## config.mk

```make
export PLATFORM = sky130hd
export DESIGN_NAME = model_reader
export DESIGN_NICKNAME = d
export VERILOG_FILES = /design/src/rtl/model_reader.sv
export SDC_FILE = /design/constraint.sdc
export NUM_CORES = 1
export LEC_CHECK = 0
export ABC_AREA = 1
export BUFFER_PORTS_ARGS = -buffer_cell sky130_fd_sc_hd__buf_2
export CAP_MARGIN = 10
export CORE_AREA = 2 2 228 230
export CTS_CLUSTER_SIZE = 28
export DETAILED_ROUTE_END_ITERATION = 7
export DIE_AREA = 0 0 230 232
export SYNTH_ARGS = -nofsm -noshare
export SYNTH_HDL_FRONTEND = slang
export SYNTH_SLANG_ARGS = --single-unit
```

## constraint.sdc

```tcl
create_clock -name clk -period 1.7 [get_ports clk]
set_input_delay 0.34 -clock clk [delete_from_list [all_inputs] [get_ports clk]]
set_output_delay 0.34 -clock clk [all_outputs]
set_load 0.02 [all_outputs]
```

## src/rtl/model_reader.sv

```systemverilog
`default_nettype none
// ============================================================================
// Module   : model_reader
// Purpose  : Draw-command sequencer placed directly after the model buffer.
//            Accepts one draw command (model id + opaque tag), walks the
//            model's triangles from index 0 through the buffer read port and
//            forwards each triangle on a registered valid/ready stream with
//            tag, model id and last flag. Finishes each draw with a one-cycle
//            done pulse carrying the number of triangles emitted.
// Revision : 1.0 - initial release
// ----------------------------------------------------------------------------
// Ports
//   clk, rstn                      clock, asynchronous active-low reset
//   cmd_valid/cmd_ready            draw command handshake
//   cmd_model_id, cmd_tag          model to draw, tag copied to each beat
//   buf_req_valid/buf_req_ready    read request to the model buffer
//   buf_req_model_index            read address: model slot
//   buf_req_triangle_index         read address: triangle index
//   buf_resp_valid/buf_resp_ready  read response from the model buffer
//   buf_resp_data, buf_resp_last   returned triangle and its last marker
//   out_valid/out_ready            triangle stream to the transform stage
//   out_triangle, out_model_id,
//   out_tag, out_last              stream payload
//   busy                           high from command accept until done
//   done_valid, done_count         end-of-draw pulse and triangle count
// ============================================================================
module model_reader #(
    parameter int MAX_MODEL_COUNT    = 10,
    parameter int MAX_TRIANGLE_COUNT = 512,
    parameter int TAG_WIDTH          = 8,
    parameter int TRI_WIDTH          = 261,
    localparam int MW                = $clog2(MAX_MODEL_COUNT),
    localparam int IW                = $clog2(MAX_TRIANGLE_COUNT)
) (
    input  logic                 clk,
    input  logic                 rstn,
    // draw command
    input  logic                 cmd_valid,
    output logic                 cmd_ready,
    input  logic [MW-1:0]        cmd_model_id,
    input  logic [TAG_WIDTH-1:0] cmd_tag,
    // model buffer read request
    output logic                 buf_req_valid,
    input  logic                 buf_req_ready,
    output logic [MW-1:0]        buf_req_model_index,
    output logic [IW-1:0]        buf_req_triangle_index,
    // model buffer read response
    input  logic                 buf_resp_valid,
    output logic                 buf_resp_ready,
    input  logic [TRI_WIDTH-1:0] buf_resp_data,
    input  logic                 buf_resp_last,
    // triangle stream
    output logic                 out_valid,
    input  logic                 out_ready,
    output logic [TRI_WIDTH-1:0] out_triangle,
    output logic [MW-1:0]        out_model_id,
    output logic [TAG_WIDTH-1:0] out_tag,
    output logic                 out_last,
    // status
    output logic                 busy,
    output logic                 done_valid,
    output logic [IW:0]          done_count
);

    // ------------------------------------------------------------------------
    // State encoding
    // ------------------------------------------------------------------------
    localparam logic [1:0] c_ST_IDLE  = 2'd0;
    localparam logic [1:0] c_ST_REQ   = 2'd1;
    localparam logic [1:0] c_ST_RESP  = 2'd2;
    localparam logic [1:0] c_ST_DRAIN = 2'd3;

    localparam logic [IW-1:0] c_IDX_MAX = IW'(MAX_TRIANGLE_COUNT - 1);

    logic [1:0]           state_q, state_d;

    // draw context
    logic [MW-1:0]        model_q, model_d;
    logic [TAG_WIDTH-1:0] tag_q, tag_d;
    logic [IW-1:0]        idx_q, idx_d;
    logic [IW:0]          count_q, count_d;

    // output register
    logic                 out_valid_q, out_valid_d;
    logic [TRI_WIDTH-1:0] out_tri_q, out_tri_d;
    logic [MW-1:0]        out_model_q, out_model_d;
    logic [TAG_WIDTH-1:0] out_tag_q, out_tag_d;
    logic                 out_last_q, out_last_d;

    // done reporting
    logic                 done_valid_q, done_valid_d;
    logic [IW:0]          done_count_q, done_count_d;

    // combinational helpers
    logic                 w_out_free;
    logic                 w_force_last;
    logic                 w_accept;
    logic                 w_load;
    logic                 w_exhausted;
    logic                 w_drain_done;

    // The output register can take a new beat when empty or being emptied.
    assign w_out_free   = ~out_valid_q | out_ready;
    // The final addressable index is treated as last so idx can never wrap.
    assign w_force_last = buf_resp_last | (idx_q == c_IDX_MAX);

    // ------------------------------------------------------------------------
    // FSM: state register
    // ------------------------------------------------------------------------
    always_ff @(posedge clk or negedge rstn) begin
        if (!rstn) begin
            state_q <= c_ST_IDLE;
        end else begin
            state_q <= state_d;
        end
    end

    // ------------------------------------------------------------------------
    // FSM: next-state logic
    // ------------------------------------------------------------------------
    always_comb begin
        state_d = state_q;
        case (state_q)
            c_ST_IDLE: begin
                if (cmd_valid) begin
                    state_d = c_ST_REQ;
                end
            end
            c_ST_REQ: begin
                if (buf_req_ready) begin
                    state_d = c_ST_RESP;
                end
            end
            c_ST_RESP: begin
                // The buffer answers one cycle after the request; silence
                // means the index is past the end of the model.
                if (!buf_resp_valid) begin
                    state_d = c_ST_IDLE;
                end else if (w_out_free) begin
                    state_d = w_force_last ? c_ST_DRAIN : c_ST_REQ;
                end
            end
            c_ST_DRAIN: begin
                if (out_valid_q && out_ready) begin
                    state_d = c_ST_IDLE;
                end
            end
            default: begin
                state_d = c_ST_IDLE;
            end
        endcase
    end

    // ------------------------------------------------------------------------
    // FSM: output / control decode
    // ------------------------------------------------------------------------
    always_comb begin
        cmd_ready      = 1'b0;
        buf_req_valid  = 1'b0;
        buf_resp_ready = 1'b0;
        busy           = 1'b1;
        w_accept       = 1'b0;
        w_load         = 1'b0;
        w_exhausted    = 1'b0;
        w_drain_done   = 1'b0;
        case (state_q)
            c_ST_IDLE: begin
                cmd_ready = 1'b1;
                busy      = 1'b0;
                w_accept  = cmd_valid;
            end
            c_ST_REQ: begin
                buf_req_valid = 1'b1;
            end
            c_ST_RESP: begin
                // Backpressure the buffer while the output register is full;
                // the buffer keeps presenting the same response.
                buf_resp_ready = buf_resp_valid & w_out_free;
                w_load         = buf_resp_valid & w_out_free;
                w_exhausted    = ~buf_resp_valid;
            end
            c_ST_DRAIN: begin
                w_drain_done = out_valid_q & out_ready;
            end
            default: begin
                busy = 1'b0;
            end
        endcase
    end

    // ------------------------------------------------------------------------
    // Datapath next-state
    // ------------------------------------------------------------------------
    always_comb begin
        model_d      = model_q;
        tag_d        = tag_q;
        idx_d        = idx_q;
        count_d      = count_q;
        out_valid_d  = out_valid_q & ~out_ready;
        out_tri_d    = out_tri_q;
        out_model_d  = out_model_q;
        out_tag_d    = out_tag_q;
        out_last_d   = out_last_q;
        done_valid_d = w_exhausted | w_drain_done;
        done_count_d = done_count_q;

        if (w_accept) begin
            model_d = cmd_model_id;
            tag_d   = cmd_tag;
            idx_d   = '0;
            count_d = '0;
        end

        if (w_load) begin
            out_valid_d = 1'b1;
            out_tri_d   = buf_resp_data;
            out_model_d = model_q;
            out_tag_d   = tag_q;
            out_last_d  = w_force_last;
            count_d     = count_q + (IW+1)'(1);
            if (!w_force_last) begin
                idx_d = idx_q + IW'(1);
            end
        end

        // count_q already includes the final beat when leaving DRAIN.
        if (done_valid_d) begin
            done_count_d = count_q;
        end
    end

    // ------------------------------------------------------------------------
    // Datapath registers
    // ------------------------------------------------------------------------
    always_ff @(posedge clk or negedge rstn) begin
        if (!rstn) begin
            model_q      <= '0;
            tag_q        <= '0;
            idx_q        <= '0;
            count_q      <= '0;
            out_valid_q  <= 1'b0;
            out_tri_q    <= '0;
            out_model_q  <= '0;
            out_tag_q    <= '0;
            out_last_q   <= 1'b0;
            done_valid_q <= 1'b0;
            done_count_q <= '0;
        end else begin
            model_q      <= model_d;
            tag_q        <= tag_d;
            idx_q        <= idx_d;
            count_q      <= count_d;
            out_valid_q  <= out_valid_d;
            out_tri_q    <= out_tri_d;
            out_model_q  <= out_model_d;
            out_tag_q    <= out_tag_d;
            out_last_q   <= out_last_d;
            done_valid_q <= done_valid_d;
            done_count_q <= done_count_d;
        end
    end

    // ------------------------------------------------------------------------
    // Output assignments
    // ------------------------------------------------------------------------
    assign buf_req_model_index    = model_q;
    assign buf_req_triangle_index = idx_q;
    assign out_valid              = out_valid_q;
    assign out_triangle           = out_tri_q;
    assign out_model_id           = out_model_q;
    assign out_tag                = out_tag_q;
    assign out_last               = out_last_q;
    assign done_valid             = done_valid_q;
    assign done_count             = done_count_q;

endmodule
`default_nettype wire

```

==> results of run 1 <==
[critical path, delay by kind of cell, from the launching register on]
family | cells | cell delay, ns
flip-flops | 1 | 0.39
AND/OR/NAND/NOR | 2 | 0.21
buffers and inverters | 3 | 0.33
[cell type report]
| type | count | area share |
|---|---|---|
| clock buffers | 51 | 0.0511 |
| repair buffers | 924 | 0.313 |
| well taps | 680 | 0.0411 |
| flip-flops and latches | 319 | 0.386 |
| inverters | 39 | 0.00743 |
| multi-input cells | 1014 | 0.196 |
| diodes | 3 | 0.000362 |
| clock inverters | 11 | 0.00519 |
[final timing paths]
path | startpoint | endpoint | slack (ns) | cells past startpoint
hold / removal | buf_resp_data[209] | out_triangle[209]$_DFFE_PN0P_ | 0.03 | 3
max in group asynchronous | rstn | out_triangle[180]$_DFFE_PN0P_ | 0.78 | 4
setup / recovery | state_q[0]$_DFFE_PN0P_ | buf_resp_ready | -0.10 | 5
setup reg to reg | state_q[0]$_DFFE_PN0P_ | out_triangle[221]$_DFFE_PN0P_ | 0.02 | 8
hold reg to reg | out_triangle[111]$_DFFE_PN0P_ | out_triangle[111]$_DFFE_PN0P_ | 0.46 | 2
min in group asynchronous | rstn | out_triangle[65]$_DFFE_PN0P_ | 0.24 | 2
[metal layers]
metal,vias to the layer above,track usage
met5,-,0
met4,2,0.0685
met3,111,0.0398
met2,496,0.279
met1,6045,0.196
li1,6159,-
[report_power, final]
group	leakage (nW)	switching, mW	internal, mW
clock network	0.570	3.19	4.52
registers	4.05	1.73	10.8
logic	7.01	9.27	5.05
[flip-flops by register name, indices dropped and copies added (netlist names), 4 cells and up]
register	cells
out_triangle	261
count_q	10
done_count	10
buf_req_triangle_index	9
out_tag	8
tag_q	8
buf_req_model_index	4
out_model_id	4
[metrics by stage]
step | setup slack (ns) | area (µm²) | util | total power, mW | std cells
final | -0.103 | 20700 | 0.407 | 34.5 | 3041
after global routing | -0.177 | 20700 | 0.407 | 36.7 | 3040
after CTS | -0.140 | 20400 | 0.402 | 34.5 | 3024
after detailed placement | -0.00792 | 16600 | 0.327 | 25.7 | 2704
after global placement | 0.0402 | 16600 | 0.327 | 25.5 | 2704
after floorplan | 0.0295 | 12500 | - | 20.0 | 1440
[cells in the mapped netlist]
cell,n
sky130_fd_sc_hd__nor2_2,2
sky130_fd_sc_hd__nand4_1,8
sky130_fd_sc_hd__buf_2,45
sky130_fd_sc_hd__nand3_1,27
sky130_fd_sc_hd__clkbuf_1,11
sky130_fd_sc_hd__inv_1,38
sky130_fd_sc_hd__o22ai_1,1
sky130_fd_sc_hd__o21ai_1,3
sky130_fd_sc_hd__inv_2,1
sky130_fd_sc_hd__ha_1,3
sky130_fd_sc_hd__a31oi_1,1
sky130_fd_sc_hd__nor2_1,18
sky130_fd_sc_hd__dfrtp_1,319
sky130_fd_sc_hd__xnor2_1,2
sky130_fd_sc_hd__nor3_1,1
sky130_fd_sc_hd__nor3b_1,1
sky130_fd_sc_hd__o21bai_1,1
sky130_fd_sc_hd__buf_4,12
sky130_fd_sc_hd__o21ai_0,20
sky130_fd_sc_hd__nand2_1,925
sky130_fd_sc_hd__nand3b_1,1
[cell families (layout without fill, tap and decap cells)]
kind of cell	count (synthesis)	in the layout	share of synthesized area
flops	319	319	0.642
simple gates	983	983	0.302
compound gates	26	26	0.0109
fa+ha+maj	3	3	0.00302
other cells	0	3	0
xor+xnor	2	2	0.00141
buf+inv	107	1025	0.0405
[timing repair]
action                                  4_1_cts  5_1_grt
gates cloned                                  1        4
endpoints found under the hold margin       322        0
endpoints found under the setup margin        8      223
resized for setup                            20       25
pin swaps                                     6       11
setup buffers                                10       11
hold buffers                                247        0
==> results_tabular.tex, run 1 <==
\begin{tabular}{lr}
\hline
Metric & Value \\
\hline
\multicolumn{2}{l}{\textbf{Placed design}} \\
IO Port Bufs & 582 \\
Hpwl dp & 31000 µm \\
Final weighted congestion of routability-driven global placement & 0.930 \\
\multicolumn{2}{l}{\textbf{Timing}} \\
Time the worst path needs with I/O delays and setup & 1.80 ns \\
Final total negative setup slack & -0.314 ns \\
Number of hold-slack violations in the final timing report & 0 \\
Slew Limit Fails & 0 \\
Final worst clock skew & 0.0114 ns \\
Achievable clock frequency & 0.555 GHz \\
RSZ-0062 raised after global routing & yes \\
Worst Max-Slew Pin Slew & 0.383 ns \\
Final worst hold slack & 0.0341 ns \\
Relative max-transition margin & 0.745 \\
Setup ws final & -0.103 ns \\
Final worst-path cycle share & 1.06 \\
Final setup violating endpoints & 4 \\
\multicolumn{2}{l}{\textbf{Run status}} \\
Violated checks & negative setup slack \\
Status & finished, violations left \\
\multicolumn{2}{l}{\textbf{Die}} \\
Count of pins on the block boundary & 583 \\
Initial cell density of the core & 0.244 \\
Die width & 230 µm \\
Area of the core region & 0.0509 mm² \\
Height of the die & 232 µm \\
Die Footprint & 0.0534 mm² \\
Num rows & 83 \\
\multicolumn{2}{l}{\textbf{Layout}} \\
Area of the multi-input gates & 0.00406 mm² \\
Layout overhead on the synthesized area & 66.7\% \\
Most common library cell in the layout ignoring fill and taps & sky130\_fd\_sc\_hd\_\_nand2\_1 \\
Filler instances & 4886 \\
Fraction of final layout cells sized beyond drive strength 1 & 0.321 \\
Commonest cells after routing, fill and taps aside & sky130\_fd\_sc\_hd\_\_nand2\_1, sky130\_fd\_sc\_hd\_\_buf\_2, sky130\_fd\_sc\_hd\_\_dfrtp\_1 \\
Sequential cell area in the final layout & 0.00799 mm² \\
Final layout net count & 2619 \\
\multicolumn{2}{l}{\textbf{Clocking}} \\
Total clock sinks & 319 \\
Root cell of the clock tree & sky130\_fd\_sc\_hd\_\_clkbuf\_16 \\
H-tree levels & 2 \\
Number of buffers between clock root and the deepest sink & 3 \\
Worst skew pair latency & 0.54 ns \\
Number of buffers added by the clock tree synthesis step & 38 \\
Reg clk slew, reported paths & 0.06 ns \\
Clock tree from TritonCTS & built \\
\multicolumn{2}{l}{\textbf{Critical path}} \\
Arrival time of the worst setup path & 1.46 ns \\
Max stage delay cell, worst path & sky130\_fd\_sc\_hd\_\_dfrtp\_1 \\
Critical-path cell list & inv\_2, nand3\_4, nor2\_4, buf\_12, buf\_8 \\
Slowest Stage Delay on Critical Path & 0.39 ns \\
Worst setup EP type & output pin \\
Worst setup SP type & flop \\
Crit-path max FO & 2 \\
Endpoint required time on the critical path & 1.36 ns \\
Crit Path Class & reg -> out \\
\multicolumn{2}{l}{\textbf{Logic synthesis}} \\
Synth warnings & 0 \\
Post-Synthesis Mean Instance Area & 8.63 µm² \\
Share of the synthesized area in the top cell type & 0.642 \\
Post-synth cell types & 21 \\
Sequential fraction of the synthesis area & 0.642 \\
Cell type with the largest total area after synthesis & sky130\_fd\_sc\_hd\_\_dfrtp\_1 \\
Synthesized cell area & 0.0124 mm² \\
Post-Syn Instances & 1440 \\
Number of flip-flops and latches in the synthesized netlist & 319 \\
Leading post-synthesis cells by cell area & sky130\_fd\_sc\_hd\_\_dfrtp\_1, sky130\_fd\_sc\_hd\_\_nand2\_1, sky130\_fd\_sc\_hd\_\_buf\_2 \\
Syn Nets & 1723 \\
\multicolumn{2}{l}{\textbf{Routing}} \\
Routed metal-1 wirelength & 18500 µm \\
Detailed Routing Iterations Pass 1 & 5 \\
Max Used Layer & met5 \\
Met2 routed WL & 22600 µm \\
Final antenna-violating net count & 0 \\
Mean number of vias per cell & 4.21 \\
Detailed-route wire length & 45800 µm \\
Violation count after the first detailed-route iteration & 655 \\
Via count & 12800 \\
Number of design rule violations left after detail routing & 0 \\
Detail-routed net length per standard cell & 15.1 µm \\
Amount of wire on met3 after detailed routing & 3010 µm \\
\multicolumn{2}{l}{\textbf{Power}} \\
Power density over cell area & 1670 mW/mm² \\
Leakage power of the design & 11.6 nW \\
VDD IR-drop max & 911 µV \\
\multicolumn{2}{l}{\textbf{Global routing}} \\
Via count of the first global-routing pass & 12900 \\
Overall track demand over capacity in global routing & 0.163 \\
Antenna violations before repair & 4 \\
Global-route wire length before repair & 69600 µm \\
Pin count of the biggest net entering global routing & 69 \\
Remaining Overflow, GRT & 0 \\
\multicolumn{2}{l}{\textbf{Flow run}} \\
Reported max-cap violation count & 0 \\
\multicolumn{2}{l}{\textbf{Worst hold path}} \\
Class of the tightest hold or removal check & in -> reg \\
\hline
\end{tabular}
No activity file was read; power rests on OpenSTA's default activity.
==> run 2, diff against run 1 <==
- BUFFER_PORTS_ARGS: -buffer_cell sky130_fd_sc_hd__buf_2 -> default
- CORE_AREA: 2 2 228 230 -> 2 2 224 226
- DIE_AREA: 0 0 230 232 -> 0 0 226 228
- DONT_BUFFER_PORTS: default -> 1
- PLACE_DENSITY: default -> 0.47
==> run 2 against run 1 <==
  * The run ends with negative hold slack, negative setup slack left
  * Non-clock buffer count fell by 582
  * Core utilization decreased by 4.8 points
  * Final cell count fell by 19%
  * Setup slack lost 0.024 ns
  * Register-to-register slack worse by 0.10 ns
  * Worst hold slack worse by 0.52 ns
  * Sequential power is 38% higher
  * Fmax is 1.3% lower
  * Global-route usage fell by 1.7 points
  * Wire length is 14% lower
  * Combinational power decreased by 56%
  * Critical endpoint is now busy
==> results_tabular.tex, run 2 (synthesis results as in run 1) <==
\begin{tabular}{lr}
\hline
Metric & Value \\
\hline
\multicolumn{2}{l}{\textbf{Run status}} \\
Status & finished, violations left \\
Violated checks & negative hold slack, negative setup slack \\
\multicolumn{2}{l}{\textbf{Global routing}} \\
Overall track demand over capacity in global routing & 0.146 (-0.0167) \\
Met3 track utilization from global routing & 0.0558 (+0.0160) \\
Global-route wire length before repair & 60400 µm (-13\%) \\
Layer carrying the most global-route usage & met2 \\
Antenna violations before repair & 1 (-3) \\
Pin count of the biggest net entering global routing & 320 (+360\%) \\
Via count of the first global-routing pass & 11000 (-15\%) \\
Remaining Overflow, GRT & 0 (unchanged) \\
GR Util met2 & 0.252 (-0.0271) \\
GRT met1 Usage & 0.163 (-0.0329) \\
\multicolumn{2}{l}{\textbf{Timing}} \\
Setup ws final & -0.126 ns (-0.0239 ns) \\
Achievable clock frequency & 0.548 GHz (-1.3\%) \\
Final worst hold slack & -0.489 ns (-0.523 ns) \\
Relative max-transition margin & 0.250 (-0.494) \\
Worst Max-Slew Pin Slew & 1.12 ns (+0.741 ns) \\
Final setup violating endpoints & 115 (+111) \\
Final worst clock skew & 0.0123 ns (+0.000901 ns) \\
Number of hold-slack violations in the final timing report & 319 (+319) \\
Slew Limit Fails & 0 (unchanged) \\
Final worst-path cycle share & 1.07 (+0.0141) \\
Time the worst path needs with I/O delays and setup & 1.83 ns (+0.0239 ns) \\
RSZ-0062 raised after global routing & yes \\
\multicolumn{2}{l}{\textbf{Routing}} \\
Detailed-route wire length & 39300 µm (-14\%) \\
Detail-routed net length per standard cell & 16.0 µm (+6.4\%) \\
Mean number of vias per cell & 4.26 (+1.1\%) \\
Detailed Routing Iterations Pass 1 & 5 (unchanged) \\
Via count & 10400 (-18\%) \\
Final antenna-violating net count & 0 (unchanged) \\
Number of design rule violations left after detail routing & 0 (unchanged) \\
Violation count after the first detailed-route iteration & 511 (-22\%) \\
\multicolumn{2}{l}{\textbf{Worst hold path}} \\
Class of the tightest hold or removal check & in -> async \\
\multicolumn{2}{l}{\textbf{Critical path}} \\
Endpoint required time on the critical path & 1.36 ns (about the same) \\
Worst setup SP type & flop \\
End of the worst register-to-register path & out\_triangle[152]\$\_DFFE\_PN0P\_ \\
Worst setup EP type & output pin \\
Reg2reg start & state\_q[0]\$\_DFFE\_PN0P\_ \\
Arrival time of the worst setup path & 1.49 ns (+0.03 ns) \\
Register-to-register path setup slack & -0.08 ns (-0.10 ns) \\
Crit-path max FO & 4 (+2) \\
FF-to-FF path depth & 9 (+1) \\
Crit Path Class & reg -> out \\
\multicolumn{2}{l}{\textbf{Placed design}} \\
Final weighted congestion of routability-driven global placement & 0.812 (-13\%) \\
IO Port Bufs & 0 (-100\%) \\
Hpwl dp & 25900 µm (-16\%) \\
\multicolumn{2}{l}{\textbf{Power}} \\
Total power draw & 30.9 mW (-10\%) \\
Power density over cell area & 1750 mW/mm² (+4.9\%) \\
Leakage power of the design & 9.03 nW (-22\%) \\
VDD IR-drop max & 700 µV (-23\%) \\
\multicolumn{2}{l}{\textbf{Die}} \\
Area of the core region & 0.0493 mm² (-3.0\%) \\
Die Footprint & 0.0515 mm² (-3.4\%) \\
Num rows & 82 (-1.2\%) \\
Initial cell density of the core & 0.252 (+0.00761) \\
Height of the die & 228 µm (-1.7\%) \\
Count of pins on the block boundary & 583 (unchanged) \\
Die width & 226 µm (-1.7\%) \\
\multicolumn{2}{l}{\textbf{Clocking}} \\
Total clock sinks & 319 (unchanged) \\
Clock tree from TritonCTS & built \\
H-tree levels & 2 (unchanged) \\
Number of buffers between clock root and the deepest sink & 3 (unchanged) \\
Root cell of the clock tree & sky130\_fd\_sc\_hd\_\_clkbuf\_16 \\
Worst skew pair latency & 0.54 ns (about the same) \\
Number of hold-repair buffers added at the cts stage & 274 (+11\%) \\
Reg clk slew, reported paths & 0.06 ns (about the same) \\
Number of buffers added by the clock tree synthesis step & 36 (-5.3\%) \\
\multicolumn{2}{l}{\textbf{Layout}} \\
Fraction of final layout cells sized beyond drive strength 1 & 0.0871 (-0.234) \\
Most common library cell in the layout ignoring fill and taps & sky130\_fd\_sc\_hd\_\_nand2\_1 \\
Commonest cells after routing, fill and taps aside & sky130\_fd\_sc\_hd\_\_nand2\_1, sky130\_fd\_sc\_hd\_\_dfrtp\_1, sky130\_fd\_sc\_hd\_\_dlygate4sd3\_1 \\
Largest register FFs & 261 (unchanged) \\
Layout overhead on the synthesized area & 42.4\% \\
Final layout net count & 2035 (-22\%) \\
\multicolumn{2}{l}{\textbf{Flow run}} \\
Reported max-cap violation count & 0 (unchanged) \\
\hline
\end{tabular}
## run 2: cell types whose count changed in the layout (fill, tap and decap cells not counted), sizes merged
cell	delta
clkinvlp	+1
dlygate4sd3	+27
clkinv	+2
inv	-1
bufbuf	+1
bufinv	-1
buf	-606
clkbuf	-2
diode	-2
## run 2: through the flow
step           instance area (µm²)  instances   util  TNS, ns  setup slack [ns]
2_1_floorplan                12500       1440      -        0            0.0295
3_3_place_gp                 13500       2097  0.273        0            0.0658
3_5_place_dp                 13500       2097  0.273        0            0.0313
4_1_cts                      17600       2448  0.357   -0.529            -0.155
5_1_grt                      17700       2452  0.359   -23.92            -0.197
6_report                     17700       2452  0.359    -3.42            -0.126
## run 2: area by class of cell
cell class	count	area (µm²)
antenna	1	2.50
fill	4890	31600
timing repair buffer	342	3510
clock buffer	53	1080
tap	672	841
sequential	319	7990
inverter	39	161
clock inverter	12	75.1
multi-input combinational	1014	4050
## run 2: power by group
group	leakage (nW)	total (mW)	switching [mW]	internal (mW)
sequential	4.05	17.2	6.46	10.7
clock	0.566	7.52	3.12	4.40
combinational	4.41	6.25	3.50	2.74
## run 2: worst max-delay path by stage
stage	startpoint	to	cells past startpoint
6_report	state_q[0]$_DFFE_PN0P_	busy	5
5_1_grt	state_q[0]$_DFFE_PN0P_	buf_resp_ready	5
4_1_cts	state_q[0]$_DFFE_PN0P_	buf_resp_ready	5
3_5_place_dp	buf_req_triangle_index[3]$_DFF_PN0_	buf_req_triangle_index[7]$_DFF_PN0_	12
3_3_place_gp	buf_req_triangle_index[3]$_DFF_PN0_	buf_req_triangle_index[7]$_DFF_PN0_	12
2_1_floorplan	buf_req_triangle_index[3]$_DFF_PN0_	buf_req_triangle_index[7]$_DFF_PN0_	12
## run 2: per-layer routing
layer	up-vias	share of wire
met4	0	0.032
met5	-	0
met1	4957	0.38
li1	4989	-
met3	89	0.093
met2	409	0.49
## run 2: worst max-delay path: stages (launching register included)
cell,delay (ns)
sky130_fd_sc_hd__dfrtp_1,0.40
sky130_fd_sc_hd__buf_6,0.14
sky130_fd_sc_hd__nor2_4,0.11
sky130_fd_sc_hd__buf_6,0.14
sky130_fd_sc_hd__inv_4,0.04
sky130_fd_sc_hd__buf_6,0.12
## run 2: repair_timing
item | 4_1_cts | 5_1_grt
gates resized for setup | 22 | 19
endpoints found under the setup margin | 4 | 255
hold endpoints to repair | 593 | 319
cloned | 2 | 1
setup buffers | 10 | 2
pin swaps | 2 | 9
==> run 3, diff against run 2 <==
- CTS_BUF_LIST: default -> sky130_fd_sc_hd__clkbuf_4 sky130_fd_sc_hd__clkbuf_8
==> run 3 against run 2 <==
  * The run still ends with negative hold slack, negative setup slack left
  * Worst hold slack lost 0.070 ns
  * Power down 1.9%
  * Clock skew grew 0.022 ns
  * First-iteration DRC count up 12%
  * Sequential power hardly changed
  * Largest cell class unchanged
  * Largest power group unchanged
==> results_tabular.tex, run 3 (synthesis results as in run 1) <==
\begin{tabular}{lr}
\hline
Metric & Value \\
\hline
\multicolumn{2}{l}{\textbf{Die}} \\
Die width & 226 µm (unchanged) \\
Num rows & 82 (unchanged) \\
Die Footprint & 0.0515 mm² (unchanged) \\
Initial cell density of the core & 0.252 (unchanged) \\
Height of the die & 228 µm (unchanged) \\
Area of the core region & 0.0493 mm² (unchanged) \\
Count of pins on the block boundary & 583 (unchanged) \\
\multicolumn{2}{l}{\textbf{Timing}} \\
Time the worst path needs with I/O delays and setup & 1.90 ns (+0.0758 ns) \\
Final setup violating endpoints & 197 (+71\%) \\
Worst Max-Slew Pin Slew & 0.528 ns (-0.597 ns) \\
Final total negative setup slack & -10.87 ns (-7.45 ns) \\
Relative max-transition margin & 0.648 (+0.398) \\
Achievable clock frequency & 0.526 GHz (-4.0\%) \\
Final worst hold slack & -0.559 ns (-0.0699 ns) \\
Number of hold-slack violations in the final timing report & 319 (unchanged) \\
Final worst clock skew & 0.0339 ns (+0.0216 ns) \\
Final worst-path cycle share & 1.12 (+0.0446) \\
RSZ-0062 raised after global routing & yes \\
Setup ws final & -0.202 ns (-0.0758 ns) \\
Slew Limit Fails & 0 (unchanged) \\
\multicolumn{2}{l}{\textbf{Critical path}} \\
Worst setup SP type & flop \\
Arrival time of the worst setup path & 1.56 ns (+0.07 ns) \\
Crit Path Class & reg -> out \\
Crit-path max FO & 7 (+3) \\
Worst setup EP type & output pin \\
Endpoint required time on the critical path & 1.36 ns (about the same) \\
\multicolumn{2}{l}{\textbf{Layout}} \\
Layout overhead on the synthesized area & 42.4\% (about the same) \\
Largest register FFs & 261 (unchanged) \\
Commonest cells after routing, fill and taps aside & sky130\_fd\_sc\_hd\_\_nand2\_1, sky130\_fd\_sc\_hd\_\_dfrtp\_1, sky130\_fd\_sc\_hd\_\_dlygate4sd3\_1 \\
Filler instances & 4935 (+0.92\%) \\
Final non-filler cell total & 2486 (+1.4\%) \\
Final layout net count & 2061 (+1.3\%) \\
Fraction of final layout cells sized beyond drive strength 1 & 0.106 (+0.0193) \\
Area of all placed cells without fillers & 0.0177 mm² (about the same) \\
Sequential cell area in the final layout & 0.00799 mm² (unchanged) \\
Post-route core utilization & 0.359 (about the same) \\
Most common library cell in the layout ignoring fill and taps & sky130\_fd\_sc\_hd\_\_nand2\_1 \\
Area of the multi-input gates & 0.00407 mm² (+0.31\%) \\
\multicolumn{2}{l}{\textbf{Global routing}} \\
Overall track demand over capacity in global routing & 0.148 (+0.00180) \\
Pin count of the biggest net entering global routing & 320 (unchanged) \\
Remaining Overflow, GRT & 0 (unchanged) \\
Met3 track utilization from global routing & 0.0544 (-0.00142) \\
Antenna violations before repair & 1 (unchanged) \\
GRT met1 Usage & 0.163 (+0.000577) \\
Via count of the first global-routing pass & 11200 (+1.8\%) \\
Global-route wire length before repair & 60900 µm (+0.87\%) \\
Layer carrying the most global-route usage & met2 \\
GR Util met2 & 0.255 (+0.00279) \\
\multicolumn{2}{l}{\textbf{Run status}} \\
Status & finished, violations left \\
Violated checks & negative hold slack, negative setup slack \\
\multicolumn{2}{l}{\textbf{Routing}} \\
Via count & 10600 (+1.7\%) \\
Violation count after the first detailed-route iteration & 571 (+12\%) \\
Detailed-route wire length & 40000 µm (+1.7\%) \\
Detail-routed net length per standard cell & 16.1 µm (+0.33\%) \\
Final antenna-violating net count & 0 (unchanged) \\
Detailed Routing Iterations Pass 1 & 5 (unchanged) \\
Mean number of vias per cell & 4.27 (+0.35\%) \\
Number of design rule violations left after detail routing & 0 (unchanged) \\
\multicolumn{2}{l}{\textbf{Placed design}} \\
IO Port Bufs & 0 (unchanged) \\
Final weighted congestion of routability-driven global placement & 0.812 (unchanged) \\
Number of cells in the design after placement & 2097 (unchanged) \\
Hpwl dp & 25900 µm (unchanged) \\
Worst setup slack before clock tree synthesis & 0.0313 ns (unchanged) \\
Cell Area, Placed & 0.0135 mm² (unchanged) \\
\multicolumn{2}{l}{\textbf{Clocking}} \\
Number of buffers added by the clock tree synthesis step & 54 (+50\%) \\
Number of buffers between clock root and the deepest sink & 3 (unchanged) \\
Reg clk slew, reported paths & 0.06 ns (about the same) \\
Clock tree from TritonCTS & built \\
H-tree levels & 2 (unchanged) \\
Worst skew pair latency & 0.61 ns (+0.07 ns) \\
Number of hold-repair buffers added at the cts stage & 279 (+1.8\%) \\
Total clock sinks & 319 (unchanged) \\
Root cell of the clock tree & sky130\_fd\_sc\_hd\_\_clkbuf\_8 \\
\multicolumn{2}{l}{\textbf{Power}} \\
VDD IR-drop max & 789 µV (+13\%) \\
Power density over cell area & 1710 mW/mm² (-1.9\%) \\
Leakage power of the design & 9.09 nW (+0.65\%) \\
Total power draw & 30.3 mW (-1.9\%) \\
\multicolumn{2}{l}{\textbf{Flow run}} \\
Reported max-cap violation count & 0 (unchanged) \\
\multicolumn{2}{l}{\textbf{Worst hold path}} \\
Class of the tightest hold or removal check & in -> async \\
\hline
\end{tabular}
## run 3: changes by cell type in the layout (fill, tap and decap cells not counted), moves of 2 or more
| cell | previous run | this run |
|---|---|---|
| sky130_fd_sc_hd__dlygate4sd3_1 | 274 | 279 |
| sky130_fd_sc_hd__clkbuf_16 | 38 | 1 |
| sky130_fd_sc_hd__clkbuf_1 | 7 | 0 |
| sky130_fd_sc_hd__buf_4 | 42 | 47 |
| sky130_fd_sc_hd__clkbuf_8 | 9 | 64 |
| sky130_fd_sc_hd__buf_6 | 12 | 9 |
| sky130_fd_sc_hd__clkinvlp_4 | 3 | 1 |
| sky130_fd_sc_hd__clkbuf_4 | 0 | 18 |
| sky130_fd_sc_hd__inv_6 | 2 | 0 |
## run 3: what timing repair did
item	CTS	global route
cloned	2	1
endpoints found under the setup margin	4	278
setup buffers	13	2
gates resized for setup	22	21
hold endpoints to repair	599	319
pin swaps	2	11
## run 3: path summary, 6_finish.rpt
| path | from | to | slack, ns | cells after the start |
|---|---|---|---|---|
| setup / recovery | state_q[1]$_DFFE_PN0P_ | buf_resp_ready | -0.20 | 5 |
| min in group clk | buf_resp_last | buf_req_triangle_index[2]$_DFF_PN0_ | 0.06 | 5 |
| hold reg to reg | tag_q[6]$_DFFE_PN0P_ | out_tag[6]$_DFFE_PN0P_ | 0.48 | 2 |
| hold / removal | rstn | out_triangle[237]$_DFFE_PN0P_ | -0.56 | 0 |
| setup reg to reg | state_q[1]$_DFFE_PN0P_ | out_triangle[152]$_DFFE_PN0P_ | -0.13 | 9 |
| max in group asynchronous | rstn | out_triangle[137]$_DFFE_PN0P_ | 1.79 | 0 |
## run 3: critical path: stages (launching register included)
cell and delay (ns):
sky130_fd_sc_hd__dfrtp_1 0.38, sky130_fd_sc_hd__buf_4 0.13, sky130_fd_sc_hd__nand3_4 0.08, sky130_fd_sc_hd__nor2_4 0.12, sky130_fd_sc_hd__buf_12 0.12, sky130_fd_sc_hd__buf_12 0.12
## run 3: where the power goes
group	internal [mW]	switching (mW)	leakage [nW]
logic	2.77	3.53	4.46
registers	10.7	6.49	4.05
clock network	3.77	3.05	0.574
## run 3: metal layers
| layer | routed length (µm) | share of wire |
|---|---|---|
| met4 | 1450 | 0.036 |
| met3 | 3780 | 0.095 |
| met1 | 15300 | 0.38 |
| met5 | 0 | 0 |
| met2 | 19400 | 0.49 |
## run 3: final cells by class
type / instances / share of cell area
Multi-Input combinational cell: 1014 / 0.230
Clock inverter: 9 / 0.00269
Tap cell: 672 / 0.0475
Inverter: 39 / 0.00912
Clock buffer: 82 / 0.0574
Sequential cell: 319 / 0.451
Antenna cell: 1 / 0.000141
Timing Repair Buffer: 350 / 0.202
